<file path="src/rtl/fetch_stage.sv">
// Instruction-fetch stage with IF/ID pipeline register.
// Owns the PC, runs the imem req/ack handshake, and absorbs stalls and redirects.
module fetch_stage #(
    parameter int unsigned     PC_W       = 32,
    parameter int unsigned     INST_W     = 32,
    parameter int unsigned     ADDR_RFILE = 5,
    parameter logic [PC_W-1:0] RESET_PC   = '0
) (
    input  logic                  clk,
    input  logic                  rst_n,
    input  logic                  stall_ctrl,
    input  logic                  redirect,
    input  logic [PC_W-1:0]       redirect_pc,
    output logic                  imem_req,
    output logic [PC_W-1:0]       imem_addr,
    input  logic                  imem_ack,
    input  logic [INST_W-1:0]     imem_rdata,
    output logic [PC_W-1:0]       pc_ifid,
    output logic [INST_W-1:0]     inst_ifid,
    output logic                  valid_ifid,
    output logic [ADDR_RFILE-1:0] addr_rs_ifid,
    output logic [ADDR_RFILE-1:0] addr_rt_ifid
);

    typedef enum logic [1:0] {
        S_IDLE,
        S_REQ,
        S_HOLD,
        S_DROP
    } state_t;

    state_t            r_state;
    logic              r_req;
    logic [PC_W-1:0]   r_pc;
    logic [PC_W-1:0]   r_target;
    logic [INST_W-1:0] r_skid;
    logic [PC_W-1:0]   r_pc_ifid;
    logic [INST_W-1:0] r_inst_ifid;
    logic              r_valid_ifid;

    logic              w_redir;
    logic              w_ack;
    logic              w_deliver;
    logic [INST_W-1:0] w_dinst;
    logic [PC_W-1:0]   w_pc_inc;

    // A stalled branch in ID cannot redirect; ack only counts while requesting.
    assign w_redir  = redirect & ~stall_ctrl;
    assign w_ack    = imem_ack & r_req;
    assign w_pc_inc = r_pc + PC_W'(4);

    always_comb begin
        w_deliver = 1'b0;
        w_dinst   = imem_rdata;
        case (r_state)
            S_REQ:  w_deliver = w_ack & ~stall_ctrl & ~redirect;
            S_HOLD: begin
                w_deliver = ~stall_ctrl & ~redirect;
                w_dinst   = r_skid;
            end
            default: w_deliver = 1'b0;
        endcase
    end

    always_ff @(posedge clk or negedge rst_n) begin
        if (!rst_n) begin
            r_state  <= S_IDLE;
            r_req    <= 1'b0;
            r_pc     <= RESET_PC;
            r_target <= '0;
            r_skid   <= '0;
        end else begin
            case (r_state)
                S_IDLE: begin
                    r_state <= S_REQ;
                    r_req   <= 1'b1;
                end
                S_REQ: begin
                    if (w_ack) begin
                        if (w_redir) begin
                            r_pc <= redirect_pc;
                        end else if (stall_ctrl) begin
                            r_skid  <= imem_rdata;
                            r_state <= S_HOLD;
                            r_req   <= 1'b0;
                        end else begin
                            r_pc <= w_pc_inc;
                        end
                    end else if (w_redir) begin
                        r_target <= redirect_pc;
                        r_state  <= S_DROP;
                    end
                end
                S_HOLD: begin
                    if (w_redir) begin
                        r_pc    <= redirect_pc;
                        r_state <= S_REQ;
                        r_req   <= 1'b1;
                    end else if (!stall_ctrl) begin
                        r_pc    <= w_pc_inc;
                        r_state <= S_REQ;
                        r_req   <= 1'b1;
                    end
                end
                S_DROP: begin
                    // Address must stay put until the stale fetch is acked.
                    if (w_ack) begin
                        r_pc    <= w_redir ? redirect_pc : r_target;
                        r_state <= S_REQ;
                    end else if (w_redir) begin
                        r_target <= redirect_pc;
                    end
                end
                default: begin
                    r_state <= S_IDLE;
                    r_req   <= 1'b0;
                end
            endcase
        end
    end

    always_ff @(posedge clk or negedge rst_n) begin
        if (!rst_n) begin
            r_pc_ifid    <= '0;
            r_inst_ifid  <= '0;
            r_valid_ifid <= 1'b0;
        end else if (!stall_ctrl) begin
            if (w_deliver) begin
                r_pc_ifid    <= r_pc;
                r_inst_ifid  <= w_dinst;
                r_valid_ifid <= 1'b1;
            end else begin
                r_inst_ifid  <= '0;
                r_valid_ifid <= 1'b0;
            end
        end
    end

    assign imem_req     = r_req;
    assign imem_addr    = r_pc;
    assign pc_ifid      = r_pc_ifid;
    assign inst_ifid    = r_inst_ifid;
    assign valid_ifid   = r_valid_ifid;
    assign addr_rs_ifid = r_inst_ifid[25:21];
    assign addr_rt_ifid = r_inst_ifid[20:16];

endmodule
</file>
<file path="config.mk">
export PLATFORM = sky130hd
export DESIGN_NAME = fetch_stage
export DESIGN_NICKNAME = d
export VERILOG_FILES = /design/src/rtl/fetch_stage.sv
export SDC_FILE = /design/constraint.sdc
export NUM_CORES = 1
export LEC_CHECK = 0
export CAP_MARGIN = 20
export CORE_MARGIN = 2
export CORE_UTILIZATION = 60
export DETAILED_ROUTE_END_ITERATION = 8
export DONT_BUFFER_PORTS = 1
export HOLD_SLACK_MARGIN = 0.03
export PLACE_DENSITY = 0.76
export SKIP_CTS_REPAIR_TIMING = 1
export SYNTH_ARGS = -nofsm -noshare
export SYNTH_HDL_FRONTEND = slang
export SYNTH_SLANG_ARGS = --single-unit
</file>
<file path="constraint.sdc">
create_clock -name clk -period 3.75 [get_ports clk]
set_clock_uncertainty 0.15 [all_clocks]
set_input_delay 0.5625 -clock clk [delete_from_list [all_inputs] [get_ports clk]]
set_output_delay 0.5625 -clock clk [all_outputs]
set_load 0.02 [all_outputs]
</file>
==> reports/results.ini <==
[run_status]
status = finished with violations
failed_checks = hold timing

[place]
gp_congestion = 0.919
port_buffers = 0
dpl_cell_area_mm2 = 0.00775
hpwl_um = 12500

[layout]
antenna_cells = 0
area_growth_pct = 8.90
fin_nets = 757
design_area_mm2 = 0.00839
layout-drive-gt1-share_pct = 18.7

[cts]
clkSinkCount = 164
clock_latency_ns = 0.42
cts_buffer_depth = 2
h-tree-depth = 4
path_clk_slew_ns = 0.06
cts_tree = built
cts_root_buffer = clkbuf_16
cts-buffers-inserted = 17

[logic_synthesis]
synthXorXnorAreaFrac_pct = 0
yosys.area.top_type = dfrtp_1
synth_nets = 783
ys_async_sr_fraction_pct = 100
synth-compound-area-share_pct = 12.3
yosys-top-cells-area = dfrtp_1 (53%), mux2_2 (11%), mux2i_1 (4.8%), nand2_1 (4.2%), o21ai_0 (4.0%)
synthFlopType = dfrtp_1
netlist_area_mm2 = 0.00770
synth_fa_ha_area_share_pct = 0.812
synth.area.mux_share_pct = 17.8
yosysWarnings = 0
yosysUniqueCellTypes = 52
synth-simple-area-share_pct = 11.8
synth_top_family_by_area = multiplexers
netlist.area_leader.share_pct = 53.3
syn_avg_cell_area_um2 = 10.9
synth-seq-area-share_pct = 53.3
ys_ff_latch = 164
synth_edf_count = 0
syn_inst = 709

[drt]
wl_um = 18100
wl_per_cell_um = 20.9
ant_nets = 0
firstDrtPassIters = 5
via_per_inst = 6.38
routed-via-count = 5537
drc = 0
drtIter0Drc = 609

[worst_setup_path]
critPathKind = reg2reg
crit_slowest_cell = dfrtp_1
slowest_delay_ns = 0.40
cp.arrival_ns = 2.86
path_cells = ha_1 > buf_4 > nand2b_1 > nand3_2 > buf_4 > nor2_1 > nor3_1 > a311oi_1
cpMostUsedCell = buf_4
cp-end-kind = flip-flop
cp_max_fo = 43
start_kind = flip-flop
required_ns = 3.93

[sta]
setup_viol = 0
slew_headroom_pct = 47.6
drv_slew = 0
hold_viol_final = 164
clock.fmax_ghz = 0.372
worstMarginPinSlew_ns = 0.786
tns_ns = 0
finalHoldWorstSlack_ns = -0.321
min_period_over_period_pct = 71.7
fin_crit_ns = 2.69
grt_setup_unrepaired = false

[grt]
top_usage_layer = met2
grt_pass1_wl_um = 29700
grtUsageTotal_pct = 27.2
grt_max_degree = 165
use_met3_pct = 10.3
grtUsageMet1_pct = 34.5
grtUsageMet2_pct = 42.7
antenna_found_initial = 0
overflow = 0
grt_pass1_vias = 5483

[worst_hold_path]
worstHoldPathType = in2async

[floorplanning]
die_y_um = 117
io_pins = 177
std_cell_rows = 41
initial_utilization_pct = 61.3
core_mm2 = 0.0126
dieArea_mm2 = 0.0138
die_x_um = 117

[power_and_ir_drop]
leakage_nw = 3.50
ir_drop_uv = 507
cellPowerDensity_mw_per_mm2 = 905

[flow_run]
cap_violations = 0

[state kept, by name (all words and copies together), names as in the netlist]
register / count
imem_addr: 32
imem_req: 1
r_target: 32
r_state: 2
r_skid: 32
inst_ifid: 32
pc_ifid: 32
valid_ifid: 1
[Yosys cell counts, types with 2 or more instances]
library cell / instances
o31a_1: 2
nor4_2: 2
ha_1: 5
nand3_1: 22
mux2_1: 12
buf_1: 2
a22oi_1: 2
nand4_1: 10
and2_1: 3
o21ai_1: 2
o21ai_0: 62
o311ai_0: 5
o22ai_1: 4
nand2_1: 86
o311ai_1: 6
nor2_1: 23
nand3_2: 2
o22a_1: 4
o2bb2ai_1: 3
mux2_2: 77
nand3b_1: 3
a31oi_1: 5
buf_4: 10
nand2b_1: 10
mux2i_1: 37
nor4_1: 3
buf_2: 9
clkbuf_1: 34
a21oi_1: 50
and3_1: 10
inv_1: 11
dfrtp_1: 164
a22o_1: 3
nor3_1: 6
o211ai_1: 3
[path summary, 6_finish.rpt]
check,from,end,slack [ns],cells after the start
worst max-delay path,r_state[1],imem_addr[16],1.06,8
worst min-delay path,rst_n,inst_ifid[11],-0.32,0
worst max register to register,r_state[1],imem_addr[16],1.06,8
worst min register to register,r_target[29],r_target[29],0.34,1
max in group asynchronous,rst_n,pc_ifid[0],3.47,0
min in group clk,redirect_pc[16],r_target[16],0.11,2
[through the flow]
stage          hold slack, ns  instances  utilization [%]  power, mW  setup slack [ns]
5_1_grt                -0.348        868             66.8       8.01             0.846
3_5_place_dp            0.120        836             61.7       5.74              1.13
6_report               -0.321        868             66.8       7.59              1.06
4_1_cts                -0.341        868             66.8       7.61              1.09
3_3_place_gp            0.120        836             61.7       5.60              1.19
2_1_floorplan           0.117        709                -       5.17              1.68
[kinds of logic after synthesis]
group,Yosys count
buf+inv,68
flops,164
fa+ha+maj,5
mux,126
simple gates,185
compound gates,161
[report_power, final]
group | leakage (nW) | total (mW) | internal [mW] | switching (mW)
Sequential | 2.02 | 3.81 | 2.53 | 1.28
Clock | 0.304 | 1.85 | 1.15 | 0.697
Combinational | 1.18 | 1.93 | 0.933 | 0.999
[metal layers]
metal	up-vias	part of all wire, %
met2	291	48
met1	2714	40
met5	-	0
li1	2491	-
met4	0	2.0
met3	41	10
[worst max-delay path: cells and delay by family (launching register included)]
family	cells	cell delay, ns
AND/OR/NAND/NOR	4	0.82
buffers and inverters	2	0.76
flip-flops	1	0.40
AO/OA/AOI/OAI	1	0.27
adder cells (fa/ha/maj)	1	0.19
[placed cells by master, fill, tap and decap left out, types with 3 or more instances in the layout]
cell,synthesis,layout
o22ai_1,4,4
ha_1,5,4
clkinv_4,0,3
nand3_2,2,3
dfrtp_1,164,164
nand3_1,22,21
o211ai_1,3,3
nand2b_1,10,10
a22o_1,3,3
o311ai_0,5,5
nand2_1,86,86
buf_4,10,11
and2_1,3,3
mux2i_1,37,37
mux2_1,12,12
nor4_1,3,3
bufinv_16,0,4
nand4_1,10,10
inv_1,11,11
a31oi_1,5,5
nand3b_1,3,3
a21oi_1,50,50
mux2_2,77,77
o22a_1,4,4
nor2_1,23,22
o21ai_0,62,62
and3_1,10,10
o311ai_1,6,6
o2bb2ai_1,3,3
clkbuf_16,0,17
nor3_1,6,6
[area by class of cell]
type,instances,area [um2]
clock buffer,21,460
clock inverter,11,175
fill,950,4180
inverter,12,45.0
multi-input combinational,477,3310
sequential,164,4100
tap,172,215
timing repair buffer,11,82.6
Note: power is estimated with default switching activity, not from simulation.
